$ cat config.mk
export PLATFORM = sky130hd
export DESIGN_NAME = exu_decq
export DESIGN_NICKNAME = d
export VERILOG_FILES = /design/src/rtl/exu_decq.sv
export SDC_FILE = /design/constraint.sdc
export NUM_CORES = 1
export LEC_CHECK = 0
export BUFFER_PORTS_ARGS = -buffer_cell sky130_fd_sc_hd__buf_4
export CORE_AREA = 2 2 116 118
export CTS_CLUSTER_SIZE = 24
export DETAILED_ROUTE_END_ITERATION = 10
export DIE_AREA = 0 0 118 120
export GPL_TIMING_DRIVEN = 0
export PLACE_DENSITY = 0.79
export SLEW_MARGIN = 25
export SYNTH_ARGS = -nofsm -noshare
export SYNTH_HDL_FRONTEND = slang
export SYNTH_SLANG_ARGS = --single-unit
$ cat constraint.sdc
create_clock -name clk -period 5.4 [get_ports clk]
set_input_delay 1.08 -clock clk [delete_from_list [all_inputs] [get_ports clk]]
set_output_delay 1.08 -clock clk [all_outputs]
set_load 0.02 [all_outputs]
$ cat src/rtl/exu_decq.sv
// Decode queue: circular FIFO of raw fetched instructions with combinational RV32I decode of the head entry.
// Define DECQ_MULDIV_EN to decode funct7=0000001 OP instructions as MULDIV; otherwise they are illegal.
module exu_decq #(
  parameter int unsigned DEPTH = 2,
  parameter int unsigned PC_W  = 32
) (
  input  logic                    clk,
  input  logic                    rst_n,
  input  logic                    flush,
  input  logic                    i_valid,
  output logic                    i_ready,
  input  logic [31:0]             i_instr,
  input  logic [PC_W-1:0]         i_pc,
  input  logic                    i_prdt_taken,
  output logic                    o_valid,
  input  logic                    o_ready,
  output logic [PC_W-1:0]         o_pc,
  output logic                    o_prdt_taken,
  output logic                    o_rs1en,
  output logic                    o_rs2en,
  output logic                    o_rdwen,
  output logic [4:0]              o_rs1idx,
  output logic [4:0]              o_rs2idx,
  output logic [4:0]              o_rdidx,
  output logic [1:0]              o_grp,
  output logic [31:0]             o_imm,
  output logic                    o_illegal,
  output logic                    o_bjp,
  output logic [$clog2(DEPTH):0]  o_cnt,
  output logic [15:0]             o_ill_cnt
);

  localparam int unsigned AW = $clog2(DEPTH);
  localparam int unsigned CW = $clog2(DEPTH) + 1;
  localparam int unsigned EW = 32 + PC_W + 1;

  localparam logic [6:0] OPC_LUI    = 7'b0110111;
  localparam logic [6:0] OPC_AUIPC  = 7'b0010111;
  localparam logic [6:0] OPC_JAL    = 7'b1101111;
  localparam logic [6:0] OPC_JALR   = 7'b1100111;
  localparam logic [6:0] OPC_BRANCH = 7'b1100011;
  localparam logic [6:0] OPC_LOAD   = 7'b0000011;
  localparam logic [6:0] OPC_STORE  = 7'b0100011;
  localparam logic [6:0] OPC_OP_IMM = 7'b0010011;
  localparam logic [6:0] OPC_OP     = 7'b0110011;
  localparam logic [6:0] F7_BASE    = 7'b0000000;
  localparam logic [6:0] F7_ALT     = 7'b0100000;
`ifdef DECQ_MULDIV_EN
  localparam logic [6:0] F7_MD      = 7'b0000001;
`endif

  localparam logic [1:0] GRP_ALU = 2'b00;
  localparam logic [1:0] GRP_BJP = 2'b01;
  localparam logic [1:0] GRP_AGU = 2'b10;
`ifdef DECQ_MULDIV_EN
  localparam logic [1:0] GRP_MDV = 2'b11;
`endif

  logic [EW-1:0] mem_q [DEPTH];
  logic [AW-1:0] wptr_q, wptr_d, rptr_q, rptr_d;
  logic [CW-1:0] cnt_q, cnt_d;
  logic [15:0]   ill_cnt_q, ill_cnt_d;

  logic          push, pop;
  logic [EW-1:0] entry_d, head;
  logic [31:0]   instr;
  logic [6:0]    opc, funct7;
  logic [2:0]    funct3;
  logic [31:0]   imm_i, imm_s, imm_b, imm_u, imm_j;

  logic          dec_ill, dec_bjp, dec_rs1en, dec_rs2en, dec_rdwen;
  logic [1:0]    dec_grp;
  logic [31:0]   dec_imm;

  assign i_ready = (cnt_q < CW'(DEPTH));
  assign o_valid = (cnt_q != '0);
  assign push    = i_valid & i_ready;
  assign pop     = o_valid & o_ready;
  assign entry_d = {i_prdt_taken, i_pc, i_instr};
  assign head    = mem_q[rptr_q];

  // Raw entry storage; contents are don't-care until written.
  always_ff @(posedge clk) begin
    if (push) mem_q[wptr_q] <= entry_d;
  end

  always_ff @(posedge clk or negedge rst_n) begin
    if (!rst_n) begin
      wptr_q    <= '0;
      rptr_q    <= '0;
      cnt_q     <= '0;
      ill_cnt_q <= '0;
    end else begin
      wptr_q    <= wptr_d;
      rptr_q    <= rptr_d;
      cnt_q     <= cnt_d;
      ill_cnt_q <= ill_cnt_d;
    end
  end

  // Pointer/occupancy update; flush wins over any push in the same cycle.
  always_comb begin
    wptr_d    = wptr_q;
    rptr_d    = rptr_q;
    cnt_d     = cnt_q;
    ill_cnt_d = ill_cnt_q;
    if (pop) begin
      rptr_d = rptr_q + AW'(1);
      if (dec_ill && (ill_cnt_q != 16'hFFFF)) ill_cnt_d = ill_cnt_q + 16'd1;
    end
    if (push) wptr_d = wptr_q + AW'(1);
    case ({push, pop})
      2'b10:   cnt_d = cnt_q + CW'(1);
      2'b01:   cnt_d = cnt_q - CW'(1);
      default: cnt_d = cnt_q;
    endcase
    if (flush) begin
      wptr_d = '0;
      rptr_d = '0;
      cnt_d  = '0;
    end
  end

  assign instr  = head[31:0];
  assign opc    = instr[6:0];
  assign funct3 = instr[14:12];
  assign funct7 = instr[31:25];
  assign imm_i  = {{20{instr[31]}}, instr[31:20]};
  assign imm_s  = {{20{instr[31]}}, instr[31:25], instr[11:7]};
  assign imm_b  = {{19{instr[31]}}, instr[31], instr[7], instr[30:25], instr[11:8], 1'b0};
  assign imm_u  = {instr[31:12], 12'h000};
  assign imm_j  = {{11{instr[31]}}, instr[31], instr[19:12], instr[20], instr[30:21], 1'b0};

  // Head decode; illegal or empty-queue cases force every control to zero.
  always_comb begin
    dec_ill   = 1'b0;
    dec_grp   = GRP_ALU;
    dec_bjp   = 1'b0;
    dec_rs1en = 1'b0;
    dec_rs2en = 1'b0;
    dec_rdwen = 1'b0;
    dec_imm   = '0;
    case (opc)
      OPC_LUI, OPC_AUIPC: begin
        dec_rdwen = 1'b1;
        dec_imm   = imm_u;
      end
      OPC_JAL: begin
        dec_grp = GRP_BJP; dec_bjp = 1'b1; dec_rdwen = 1'b1; dec_imm = imm_j;
      end
      OPC_JALR: begin
        dec_grp = GRP_BJP; dec_bjp = 1'b1; dec_rs1en = 1'b1; dec_rdwen = 1'b1; dec_imm = imm_i;
      end
      OPC_BRANCH: begin
        dec_grp = GRP_BJP; dec_bjp = 1'b1; dec_rs1en = 1'b1; dec_rs2en = 1'b1; dec_imm = imm_b;
      end
      OPC_LOAD: begin
        dec_grp = GRP_AGU; dec_rs1en = 1'b1; dec_rdwen = 1'b1; dec_imm = imm_i;
      end
      OPC_STORE: begin
        dec_grp = GRP_AGU; dec_rs1en = 1'b1; dec_rs2en = 1'b1; dec_imm = imm_s;
      end
      OPC_OP_IMM: begin
        dec_rs1en = 1'b1;
        dec_rdwen = 1'b1;
        dec_imm   = imm_i;
        // Shift-immediates carry funct7 in the upper immediate bits.
        if ((funct3 == 3'b001) && (funct7 != F7_BASE)) dec_ill = 1'b1;
        if ((funct3 == 3'b101) && (funct7 != F7_BASE) && (funct7 != F7_ALT)) dec_ill = 1'b1;
      end
      OPC_OP: begin
        dec_rs1en = 1'b1;
        dec_rs2en = 1'b1;
        dec_rdwen = 1'b1;
        if (funct7 == F7_ALT) dec_ill = !((funct3 == 3'b000) || (funct3 == 3'b101));
`ifdef DECQ_MULDIV_EN
        else if (funct7 == F7_MD) dec_grp = GRP_MDV;
`endif
        else if (funct7 != F7_BASE) dec_ill = 1'b1;
      end
      default: dec_ill = 1'b1;
    endcase
    if ((instr == 32'h0000_0000) || (instr == 32'hFFFF_FFFF)) dec_ill = 1'b1;
    if (dec_ill) begin
      dec_grp   = GRP_ALU;
      dec_bjp   = 1'b0;
      dec_rs1en = 1'b0;
      dec_rs2en = 1'b0;
      dec_rdwen = 1'b0;
      dec_imm   = '0;
    end
    if (!o_valid) begin
      dec_ill   = 1'b0;
      dec_grp   = GRP_ALU;
      dec_bjp   = 1'b0;
      dec_rs1en = 1'b0;
      dec_rs2en = 1'b0;
      dec_rdwen = 1'b0;
      dec_imm   = '0;
    end
  end

  assign o_pc         = o_valid ? head[32 +: PC_W] : '0;
  assign o_prdt_taken = o_valid & head[EW-1];
  assign o_rs1en      = dec_rs1en;
  assign o_rs2en      = dec_rs2en;
  assign o_rdwen      = dec_rdwen;
  assign o_rs1idx     = dec_rs1en ? instr[19:15] : 5'd0;
  assign o_rs2idx     = dec_rs2en ? instr[24:20] : 5'd0;
  assign o_rdidx      = dec_rdwen ? instr[11:7]  : 5'd0;
  assign o_grp        = dec_grp;
  assign o_imm        = dec_imm;
  assign o_illegal    = dec_ill;
  assign o_bjp        = dec_bjp;
  assign o_cnt        = cnt_q;
  assign o_ill_cnt    = ill_cnt_q;

endmodule

==> results.md <==
- Final Cycle Share: 83.7%
- Slew margin rel.: 36.2%
- Syn Area/Cell: 13.4 µm²
- Area grow syn2layout: 34.1%
- Max Root-Sink Buffers: 2
- Cell mode on critical path: buf_4
- CTS tree: yes
- Hold Crit Start: o_ill_cnt[13]$_DFFE_PN0P_
- Post-CTS setup buffer count: 0
- WP data arrival: 3.44 ns
- Synth Instances: 503
- Status: complete, no violations
- Initial Util: 51.7%
- Die Area: 0.0142 mm²
- Layout cells sized above 1: 35.0%
- Max Cap Viol: 0
- Vias in the first global route: 4858
- Reg2Reg Depth: 8
- Diode count: 0
- LEAKAGE: 3.41 nW
- Crit-path cells: buf_2, buf_4, mux2i_1, nand3b_1, o2111a_1, nand3_1, a2111oi_0, buf_4, buf_4
- Non-Filler Instances: 891
- Dpl cell area: 0.00837 mm²
- Sw Share: 25.5%
- Number of gates resized after cts: 0
- Worst setup SP type: register
- R2r startpoint: rptr_q$_DFFE_PN0P_
- Number of H-tree levels: 4
- # DRC: 0
- Hold violation count in the final report: 0
- Number of synthesis warnings: 0
- Logic pwr share: 13.5%
- Critical Path Max Stage Delay: 0.70 ns
- Sink Count: 150
- CP max FO: 10
- WP data required: 4.32 ns
- FMAX: 0.221 GHz
- Worst setup path start: rptr_q$_DFFE_PN0P_
- RD Place Congestion: 0.927
- Final Power: 3.07 mW
- Seq/Total Area, Yosys: 65.6%
- Clock root buffer: clkbuf_16
- Number of buffers created by CTS: 17
- Unrepaired setup endpoints after global routing: no
- DP Cell Count: 859
- Hold_ws: 0.504 ns
- Clock power share: 40.9%
- R2R Setup Slk: 2.82 ns
- Sequential share of power: 45.6%
- Peak VDD IR: 360 µV
- DR vias/cell: 5.40
- Post-Syn Area: 0.00672 mm²
- Area of the multi-input gates: 0.00219 mm²
- Vias: 4808
- Core Rows: 42
- Routed wire length per instance: 17.6 µm
- Clock Pin Slew Worst Setup and Hold Paths: 0.06 ns
- WS Path Type: reg -> out
- Post-Route Setup TNS: 0 ns
- Ys flop type: edfxtp_1
- Internal: 2.29 mW
- Fin. max-slew vios: 0
- Largest net degree at the start of global routing: 43
- Drt total wl: 15700 µm
- Global-route wire length before repair: 24300 µm
- DP HPWL: 11300 µm
- Die width: 118 µm
- Setup violators final: 0
- Post-synthesis cell type count: 51
- EDFF count, synth: 130
- Sw power: 0.781 mW
- CP Capture Type: primary output
- Post-CTS Hold Fix Bufs: 0
- PD cells: 341 mW/mm²
- Gr ovfl total: 0
- Post-synth ARST share: 13.3%
- Hold crit path type: reg -> reg
- Initial antenna violation count: 0
- CP max stage cell: a2111oi_0
- IO Pins: 177
- Fill cells: 948
- # port buffers: 176
- Clock Latency Late Sink: 0.43 ns
- Core box area: 0.0130 mm²
- Final Instance Area: 0.00900 mm²
- Router iterations before antenna repair: 5
- Synthesized Nets: 574
- Cell depth of the worst hold path: 1
- Die Ht: 120 µm
- Clock skew: 0.0152 ns
- Final nets: 773
- 1st-iter DRT viols: 247
- Tmin final: 4.52 ns
- Register area: 0.00440 mm²
- All-layer global routing usage: 22.6%
- Post-route ant nets: 0
- Synth Register Bits: 150
- Measured slew at the worst slew-check pin: 0.950 ns
==> cells in the final DEF, fill, tap and decap left out, types with 4 or more instances in the layout <==
cell | Yosys | layout
nand2_1 | 31 | 31
and3_1 | 7 | 6
nand3_1 | 12 | 12
edfxtp_1 | 130 | 130
o21ai_0 | 4 | 4
nor2_1 | 57 | 56
o22a_1 | 4 | 4
clkbuf_1 | 9 | 9
nor2b_1 | 4 | 4
buf_2 | 9 | 9
clkbuf_16 | 0 | 17
mux2i_1 | 48 | 48
xor2_1 | 5 | 5
buf_4 | 3 | 179
nor3_1 | 17 | 17
nand3b_1 | 7 | 7
nor3b_1 | 11 | 11
or3b_1 | 4 | 4
nand4_1 | 6 | 6
inv_6 | 0 | 7
and2_1 | 6 | 6
inv_1 | 4 | 4
a21oi_1 | 29 | 29
nand2b_1 | 6 | 6
dfrtp_1 | 20 | 20
xnor2_1 | 15 | 15
mux2_2 | 17 | 17
==> worst max-delay path, delay by kind of cell (launching register included) <==
kind,cells,cell delay [ns]
AO/OA/AOI/OAI,2,0.96
buffers and inverters,4,0.85
flip-flops,1,0.43
multiplexers,1,0.43
AND/OR/NAND/NOR,2,0.35
==> power by group through the flow <==
stage | Clock, mW | Combinational (mW) | Sequential, mW
6_report | 1.25 | 0.415 | 1.40
5_1_grt | 1.33 | 0.448 | 1.41
4_1_cts | 1.27 | 0.418 | 1.40
3_5_place_dp | 0 | 0.416 | 1.42
3_3_place_gp | 0 | 0.388 | 1.43
2_1_floorplan | 0 | 0.215 | 1.44
==> layout make-up <==
cell class | instances | area share (%)
Sequential cell | 150 | 48.9
Multi-Input combinational cell | 326 | 24.3
Timing Repair Buffer | 180 | 15.8
Clock buffer | 17 | 4.72
Tap cell | 176 | 2.45
Clock inverter | 15 | 2.29
Buffer | 23 | 1.29
Inverter | 4 | 0.167
==> metal layers <==
layer / part of all wire (%) / track usage [%] / vias up
met5: 0 / 0 / -
met4: 1.6 / 9.04 / 0
met3: 6.5 / 7.13 / 26
met2: 53 / 39.6 / 170
met1: 38 / 25.8 / 2324
li1: - / - / 2288
==> cell families after synthesis <==
| kind of cell | after synthesis | share of synthesized area, % |
|---|---|---|
| xor gates and xnor gates | 20 | 2.61 |
| AOI/OAI and AO/OA | 59 | 5.78 |
| muxes | 66 | 10.2 |
| DFF | 150 | 65.6 |
| adders and majority gates | 1 | 0.186 |
| and+or+nand+nor | 180 | 13.7 |
| buffers and inverters | 27 | 1.96 |
==> path summary, 6_finish.rpt <==
check | endpoint
max | o_grp[0]
min | o_ill_cnt[13]$_DFFE_PN0P_
max reg2reg | o_ill_cnt[5]$_DFFE_PN0P_
min reg2reg | o_ill_cnt[13]$_DFFE_PN0P_
max in group asynchronous | o_ill_cnt[11]$_DFFE_PN0P_
min in group asynchronous | wptr_q$_DFFE_PN0P_
==> synthesized netlist by cell type (all sizes together), types with 2 or more instances <==
master / n / area share [%]
a21oi: 29 / 2.2
and2: 6 / 0.56
and3: 7 / 0.65
and4: 3 / 0.39
buf: 14 / 1.2
clkbuf: 9 / 0.50
dfrtp: 20 / 7.5
edfxtp: 130 / 58
inv: 4 / 0.22
mux2: 18 / 3.0
mux2i: 48 / 7.2
nand2: 32 / 1.8
nand2b: 6 / 0.56
nand3: 15 / 1.3
nand3b: 7 / 0.78
nand4: 6 / 0.56
nor2: 57 / 3.2
nor2b: 4 / 0.37
nor3: 17 / 1.3
nor3b: 11 / 1.2
nor4: 3 / 0.28
o211ai: 4 / 0.65
o21a: 3 / 0.34
o21ai: 6 / 0.45
o22a: 4 / 0.52
or3: 2 / 0.19
or3b: 4 / 0.52
xnor2: 15 / 2.0
xor2: 5 / 0.65
==> stage by stage <==
step	setup slack (ns)	utilization [%]
finish	0.882	69.4
global route	0.701	69.4
CTS	0.881	69.4
detailed placement	1.34	64.5
global placement	-0.497	63.6
floorplan	1.01	-
==> registers in the layout, indices dropped and copies added, names as in the netlist <==
signal / flops
mem_q: 130
o_cnt: 2
o_ill_cnt: 16
rptr_q: 1
wptr_q: 1
No activity file was read; power rests on OpenSTA's default activity.
